`config.mk`:
```
export PLATFORM = sky130hd
export DESIGN_NAME = mem_access_unit
export DESIGN_NICKNAME = d
export VERILOG_FILES = /design/src/rtl/mem_access_unit.sv
export SDC_FILE = /design/constraint.sdc
export NUM_CORES = 1
export LEC_CHECK = 0
export CORE_MARGIN = 2
export CORE_UTILIZATION = 35
export CTS_CLUSTER_DIAMETER = 120
export DETAILED_ROUTE_END_ITERATION = 8
export PLACE_DENSITY = 0.73
export SLEW_MARGIN = 10
export SYNTH_ARGS = -nofsm -noshare
export SYNTH_HDL_FRONTEND = slang
export SYNTH_SLANG_ARGS = --single-unit
```
`constraint.sdc`:
```
create_clock -name clk_i -period 3.27 [get_ports clk_i]
set_input_delay 0.981 -clock clk_i [delete_from_list [all_inputs] [get_ports clk_i]]
set_output_delay 0.981 -clock clk_i [all_outputs]
set_load 0.05 [all_outputs]
```
`src/rtl/mem_access_unit.sv`:
```
`default_nettype none
// ============================================================================
// Module   : mem_access_unit (+ mem_access_pkg)
// Purpose  : Executes one decoded MEM_* load/store per start over a
//            req/gnt/rvalid data bus; builds byte enables and lane-replicated
//            store data, extends load data, reports misaligned and access
//            faults to the trap logic.
// Revision : 1.0 - initial release
// ============================================================================

package mem_access_pkg;
  typedef enum logic [3:0] {
    MEM_NOP = 4'd0,
    MEM_LB  = 4'd1,
    MEM_LH  = 4'd2,
    MEM_LW  = 4'd3,
    MEM_LBU = 4'd4,
    MEM_LHU = 4'd5,
    MEM_SB  = 4'd6,
    MEM_SH  = 4'd7,
    MEM_SW  = 4'd8
  } mem_op_e;
endpackage

module mem_access_unit #(
  parameter int unsigned TIMEOUT_CYCLES = 255
) (
  input  logic                    clk_i,
  input  logic                    rst_i,
  input  logic                    start_i,
  input  mem_access_pkg::mem_op_e inst_type_i,
  input  logic [31:0]             addr_i,
  input  logic [31:0]             wdata_i,
  output logic [31:0]             rdata_o,
  output logic                    done_o,
  output logic                    busy_o,
  output logic                    exc_o,
  output logic [31:0]             exc_cause_o,
  output logic [31:0]             exc_addr_o,
  output logic                    bus_req_o,
  output logic                    bus_we_o,
  output logic [31:0]             bus_addr_o,
  output logic [3:0]              bus_be_o,
  output logic [31:0]             bus_wdata_o,
  input  logic                    bus_gnt_i,
  input  logic                    bus_rvalid_i,
  input  logic [31:0]             bus_rdata_i,
  input  logic                    bus_err_i
);
  import mem_access_pkg::*;

  localparam int unsigned     CNT_W    = $clog2(TIMEOUT_CYCLES + 1);
  // Last count value before the limit is reached on the following edge.
  localparam logic [CNT_W-1:0] CNT_LAST = CNT_W'(TIMEOUT_CYCLES - 1);

  typedef enum logic [1:0] {
    ST_IDLE = 2'd0,
    ST_REQ  = 2'd1,
    ST_WAIT = 2'd2,
    ST_DONE = 2'd3
  } state_e;

  state_e           state_q, state_d;
  mem_op_e          type_q, type_d;
  logic [1:0]       off_q, off_d;
  logic [31:0]      addr_q, addr_d;
  logic [CNT_W-1:0] cnt_q, cnt_d;
  logic             store_q, store_d;
  logic [31:0]      rdata_q, rdata_d;
  logic             done_q, done_d;
  logic             busy_q, busy_d;
  logic             exc_q, exc_d;
  logic [2:0]       cause_q, cause_d;
  logic [31:0]      exc_addr_q, exc_addr_d;
  logic             req_q, req_d;
  logic [31:0]      bus_addr_q, bus_addr_d;
  logic [3:0]       bus_be_q, bus_be_d;
  logic [31:0]      bus_wdata_q, bus_wdata_d;

  logic        w_is_store, w_is_byte, w_is_half, w_is_word, w_misal;
  logic [3:0]  w_be;
  logic [31:0] w_wdata, w_shifted, w_load;

  // Decode the incoming op: access size, alignment, byte lanes, store data.
  always_comb begin
    w_is_store = (inst_type_i == MEM_SB) || (inst_type_i == MEM_SH) || (inst_type_i == MEM_SW);
    w_is_byte  = (inst_type_i == MEM_LB) || (inst_type_i == MEM_LBU) || (inst_type_i == MEM_SB);
    w_is_half  = (inst_type_i == MEM_LH) || (inst_type_i == MEM_LHU) || (inst_type_i == MEM_SH);
    w_is_word  = (inst_type_i == MEM_LW) || (inst_type_i == MEM_SW);
    w_misal    = (w_is_half && addr_i[0]) || (w_is_word && (addr_i[1:0] != 2'b00));
    if (w_is_byte)      w_be = 4'b0001 << addr_i[1:0];
    else if (w_is_half) w_be = 4'b0011 << addr_i[1:0];
    else                w_be = 4'b1111;
    if (w_is_byte)      w_wdata = {4{wdata_i[7:0]}};
    else if (w_is_half) w_wdata = {2{wdata_i[15:0]}};
    else                w_wdata = wdata_i;
  end

  // Align the returned word to the addressed lane and extend to 32 bits.
  always_comb begin
    w_shifted = bus_rdata_i >> {off_q, 3'b000};
    case (type_q)
      MEM_LB:  w_load = {{24{w_shifted[7]}}, w_shifted[7:0]};
      MEM_LH:  w_load = {{16{w_shifted[15]}}, w_shifted[15:0]};
      MEM_LBU: w_load = {24'd0, w_shifted[7:0]};
      MEM_LHU: w_load = {16'd0, w_shifted[15:0]};
      default: w_load = w_shifted;
    endcase
  end

  // Next-state logic: accept, bus handshake, timeout and fault capture.
  always_comb begin
    state_d     = state_q;
    type_d      = type_q;
    off_d       = off_q;
    addr_d      = addr_q;
    cnt_d       = cnt_q;
    store_d     = store_q;
    rdata_d     = rdata_q;
    done_d      = 1'b0;
    exc_d       = exc_q;
    cause_d     = cause_q;
    exc_addr_d  = exc_addr_q;
    bus_addr_d  = bus_addr_q;
    bus_be_d    = bus_be_q;
    bus_wdata_d = bus_wdata_q;
    case (state_q)
      ST_IDLE: begin
        if (start_i && (inst_type_i != MEM_NOP)) begin
          exc_d   = 1'b0;
          cause_d = 3'd0;
          type_d  = inst_type_i;
          off_d   = addr_i[1:0];
          addr_d  = addr_i;
          store_d = w_is_store;
          cnt_d   = '0;
          if (w_misal) begin
            // Misaligned ops never reach the bus.
            exc_d      = 1'b1;
            cause_d    = w_is_store ? 3'd6 : 3'd4;
            exc_addr_d = addr_i;
            done_d     = 1'b1;
            state_d    = ST_DONE;
          end else begin
            bus_addr_d  = {addr_i[31:2], 2'b00};
            bus_be_d    = w_be;
            bus_wdata_d = w_wdata;
            state_d     = ST_REQ;
          end
        end
      end
      ST_REQ: begin
        cnt_d = cnt_q + 1'b1;
        if (cnt_q == CNT_LAST) begin
          exc_d      = 1'b1;
          cause_d    = store_q ? 3'd7 : 3'd5;
          exc_addr_d = addr_q;
          done_d     = 1'b1;
          state_d    = ST_DONE;
        end else if (bus_gnt_i) begin
          // A response is never expected in the grant cycle, so rvalid is ignored here.
          state_d = ST_WAIT;
        end
      end
      ST_WAIT: begin
        cnt_d = cnt_q + 1'b1;
        if (bus_rvalid_i) begin
          if (bus_err_i) begin
            exc_d      = 1'b1;
            cause_d    = store_q ? 3'd7 : 3'd5;
            exc_addr_d = addr_q;
          end else if (!store_q) begin
            rdata_d = w_load;
          end
          done_d  = 1'b1;
          state_d = ST_DONE;
        end else if (cnt_q == CNT_LAST) begin
          exc_d      = 1'b1;
          cause_d    = store_q ? 3'd7 : 3'd5;
          exc_addr_d = addr_q;
          done_d     = 1'b1;
          state_d    = ST_DONE;
        end
      end
      default: state_d = ST_IDLE;
    endcase
    busy_d = (state_d == ST_REQ) || (state_d == ST_WAIT);
    req_d  = (state_d == ST_REQ);
  end

  // State and output registers with synchronous reset.
  always_ff @(posedge clk_i) begin
    if (rst_i) begin
      state_q     <= ST_IDLE;
      type_q      <= MEM_NOP;
      off_q       <= 2'd0;
      addr_q      <= 32'd0;
      cnt_q       <= '0;
      store_q     <= 1'b0;
      rdata_q     <= 32'd0;
      done_q      <= 1'b0;
      busy_q      <= 1'b0;
      exc_q       <= 1'b0;
      cause_q     <= 3'd0;
      exc_addr_q  <= 32'd0;
      req_q       <= 1'b0;
      bus_addr_q  <= 32'd0;
      bus_be_q    <= 4'd0;
      bus_wdata_q <= 32'd0;
    end else begin
      state_q     <= state_d;
      type_q      <= type_d;
      off_q       <= off_d;
      addr_q      <= addr_d;
      cnt_q       <= cnt_d;
      store_q     <= store_d;
      rdata_q     <= rdata_d;
      done_q      <= done_d;
      busy_q      <= busy_d;
      exc_q       <= exc_d;
      cause_q     <= cause_d;
      exc_addr_q  <= exc_addr_d;
      req_q       <= req_d;
      bus_addr_q  <= bus_addr_d;
      bus_be_q    <= bus_be_d;
      bus_wdata_q <= bus_wdata_d;
    end
  end

  assign rdata_o     = rdata_q;
  assign done_o      = done_q;
  assign busy_o      = busy_q;
  assign exc_o       = exc_q;
  assign exc_cause_o = {29'd0, cause_q};
  assign exc_addr_o  = exc_addr_q;
  assign bus_req_o   = req_q;
  assign bus_we_o    = store_q;
  assign bus_addr_o  = bus_addr_q;
  assign bus_be_o    = bus_be_q;
  assign bus_wdata_o = bus_wdata_q;

endmodule
`default_nettype wire

```
==> impl_results.md <==
- Status: complete, no violations
- Gp weighted congestion: 0.887
- Crit-path cells: clkdlybuf4s50_1, inv_1, ha_1, and4bb_1, nor3_4, o221a_4, buf_4, nor2_1, a211oi_2
- Clock Latency Late Sink: 0.44 ns
- Fin. max-slew vios: 0
- Layout Utilization: 0.485
- Slowest CP cell: clkdlybuf4s50_1
- Detailed Place HPWL: 20,300 um
- Switching share of power: 0.404
- Largest net degree at the start of global routing: 70
- Most frequent cells in the layout: nand2_1, clkdlybuf4s50_1, dfxtp_1
- Largest stage delay, worst path: 0.44 ns
- Synthesis Warnings: 0
- RSZ-0062 raised after global routing: no
- CTS tree: built
- Number of flops mapped to enable cells by yosys: 0
- Clk slew on worst S/H paths: 0.07 ns
- Worst Setup End Kind: register
- Peak VDD IR: 329 uV
- Final Setup Violations: 0
- Final worst setup slack: 0.393 ns
- Post-CTS setup buffer count: 0
- Die height: 166 um
- Setup TNS: 0 ns
- CTS buffer count: 17
- Crit path DAT: 3.22 ns
- Internal: 5.06 mW
- Sw Pwr: 3.43 mW
- Fillers: 2,451
- DRT Wirelength: 28,600 um
- Vias per cell: 5.27
- Mapped Avg Cell Area: 8.09 um2
- Comb pwr share: 0.412
- Final #Nets: 1,465
- Cells after synthesis: 1,136
- Post-synth cell types: 63
- Final worst-path cycle share: 0.880
- Initial Util: 0.354
- 1st-pass router iterations: 5
- Area growth syn-to-layout: 36.8%
- Gr usage total: 0.204
- Ys async rst share: 0
- Detailed Route Iter0 Violations: 630
- CP max FO: 17
- Sinks on the clock net: 184
- Die Area: 0.0276 mm2
- Initial antenna violation count: 4
- Clk_skew: 0.0209 ns
- Maximum clock rate: 348 MHz
- Worst min path class: reg -> reg
- Global-route wire length before repair: 46,200 um
- Via count: 8,930
- Vias in the first global route: 8,502
- Critical path class: in -> reg
- Min cycle time layout: 2.88 ns
- Worst Tran Pin Value: 0.998 ns
- DIE WIDTH: 166 um
- CTS Buffer Depth: 2
- Post-CTS Hold Fix Bufs: 0
- Clk Tree Root Cell: clkbuf_16
- DRC viols: 0
- Final Hold Violating Endpoints: 0
- Most common cell after layout, fill and taps aside: nand2_1
- Flop pwr share: 0.326
- Post_cts resized: 0
- CP Data Required Time: 3.61 ns
- # IOs: 275
- Share of layout cells above drive strength 1: 0.104
- Design Area, Final: 0.0126 mm2
- PwrDens: 675 mW/mm2
- Number of port buffers: 243
- DP Worst Slack: 0.00170 ns
- Max cap viols: 0
- Multi-input logic area: 0.00493 mm2
- CTS H-tree depth: 4
- Number of synthesized register bits: 184
- Core Area: 0.0259 mm2
- Slew HR: 0.333
- Rows: 59
- Final ANT Viol Nets: 0
- Clock network power share: 0.262
- Sequential cell area: 0.00368 mm2
- Drt wl/cell: 16.9 um
- Leakage Power: 4.57 nW
- Top FF cell, synth: dfxtp_1
- Placed cell areas: 0.0119 mm2
- Mapped cell area: 0.00919 mm2
- Critical Path Start Type: input port
- Total gr overflow: 0
- Share of the yosys chip area belonging to registers: 0.401
==> critical path, delay by kind of cell <==
kind / cells / cell delay (ns)
adder cells (fa/ha/maj): 1 / 0.20
AND/OR/NAND/NOR: 3 / 0.72
AO/OA/AOI/OAI: 2 / 0.51
buffers and inverters: 3 / 0.80
==> sequential cells by signal, indices dropped and copies added, names as in the netlist, 2 cells and up <==
register	flops
bus_wdata_o	32
exc_addr_o	32
rdata_o	32
addr_q	31
bus_addr_o	30
cnt_q	8
bus_be_o	4
type_q	4
cause_q	3
state_q	2
==> stage by stage <==
step           power, mW  hold slack, ns  cells
2_1_floorplan       5.17           0.446   1166
3_3_place_gp        6.24           0.443   1663
3_5_place_dp        6.31           0.445   1663
4_1_cts             8.55           0.458   1695
5_1_grt             8.92           0.473   1695
6_report            8.49           0.455   1696
==> cell type report <==
| type | count | share of cell area |
|---|---|---|
| well taps | 335 | 0.0333 |
| repair buffers | 286 | 0.224 |
| flip-flops and latches | 184 | 0.293 |
| clock buffers | 21 | 0.0374 |
| clock inverters | 11 | 0.0126 |
| inverters | 23 | 0.00687 |
| multi-input cells | 835 | 0.392 |
| diodes | 1 | 0.000199 |
==> power by group through the flow <==
stage	registers, mW	logic (mW)	clock network, mW
6_report	2.77	3.50	2.22
5_1_grt	2.81	3.75	2.37
4_1_cts	2.76	3.51	2.27
3_5_place_dp	2.81	3.50	0
3_3_place_gp	2.80	3.44	0
2_1_floorplan	3.60	1.57	0
==> kinds of logic (layout without fill, tap and decap cells) <==
logic type | count (synthesis) | after routing | synth area share
fa+ha+maj | 12 | 12 | 0.0163
other cells | 1 | 32 | 0.000408
compound gates | 305 | 305 | 0.233
buf+inv | 147 | 341 | 0.0785
simple gates | 420 | 420 | 0.193
xor+xnor | 6 | 6 | 0.00572
mux | 61 | 61 | 0.0725
flops | 184 | 184 | 0.401
==> Yosys cell counts (9+ instances only) <==
cell type / count / area, um2
ha_1: 12 / 150
o2111ai_1: 9 / 78.8
nand3b_1: 9 / 67.6
nor3_1: 21 / 105
buf_1: 11 / 41.3
buf_2: 27 / 135
nand2_1: 265 / 995
clkbuf_1: 52 / 195
a22o_1: 13 / 114
a311oi_1: 19 / 166
mux2i_1: 26 / 260
nor2_1: 84 / 315
a2bb2oi_1: 27 / 236
a211oi_1: 34 / 255
a21oi_1: 115 / 576
mux2_2: 34 / 383
a211oi_2: 16 / 200
o21ai_0: 18 / 90.1
o22ai_1: 24 / 150
dfxtp_1: 184 / 3680
o211ai_1: 9 / 67.6
buf_4: 32 / 240
inv_1: 22 / 82.6
==> path summary, 6_finish.rpt <==
kind | startpoint | slack (ns) | cells past startpoint | to
setup / recovery | addr_i[1] | 0.39 | 9 | bus_wdata_o[20]
hold / removal | exc_o | 0.45 | 2 | exc_o
setup reg to reg | state_q[1] | 0.62 | 7 | exc_addr_o[6]
hold reg to reg | exc_o | 0.45 | 2 | exc_o
==> metal layers <==
metal,global-route usage,share of wire,wire length (um)
met5,0,0.00080,23
met4,0.0733,0.025,711
met3,0.0555,0.074,2120
met2,0.328,0.47,13400
met1,0.264,0.43,12400
No activity file was read; power rests on OpenSTA's default activity.
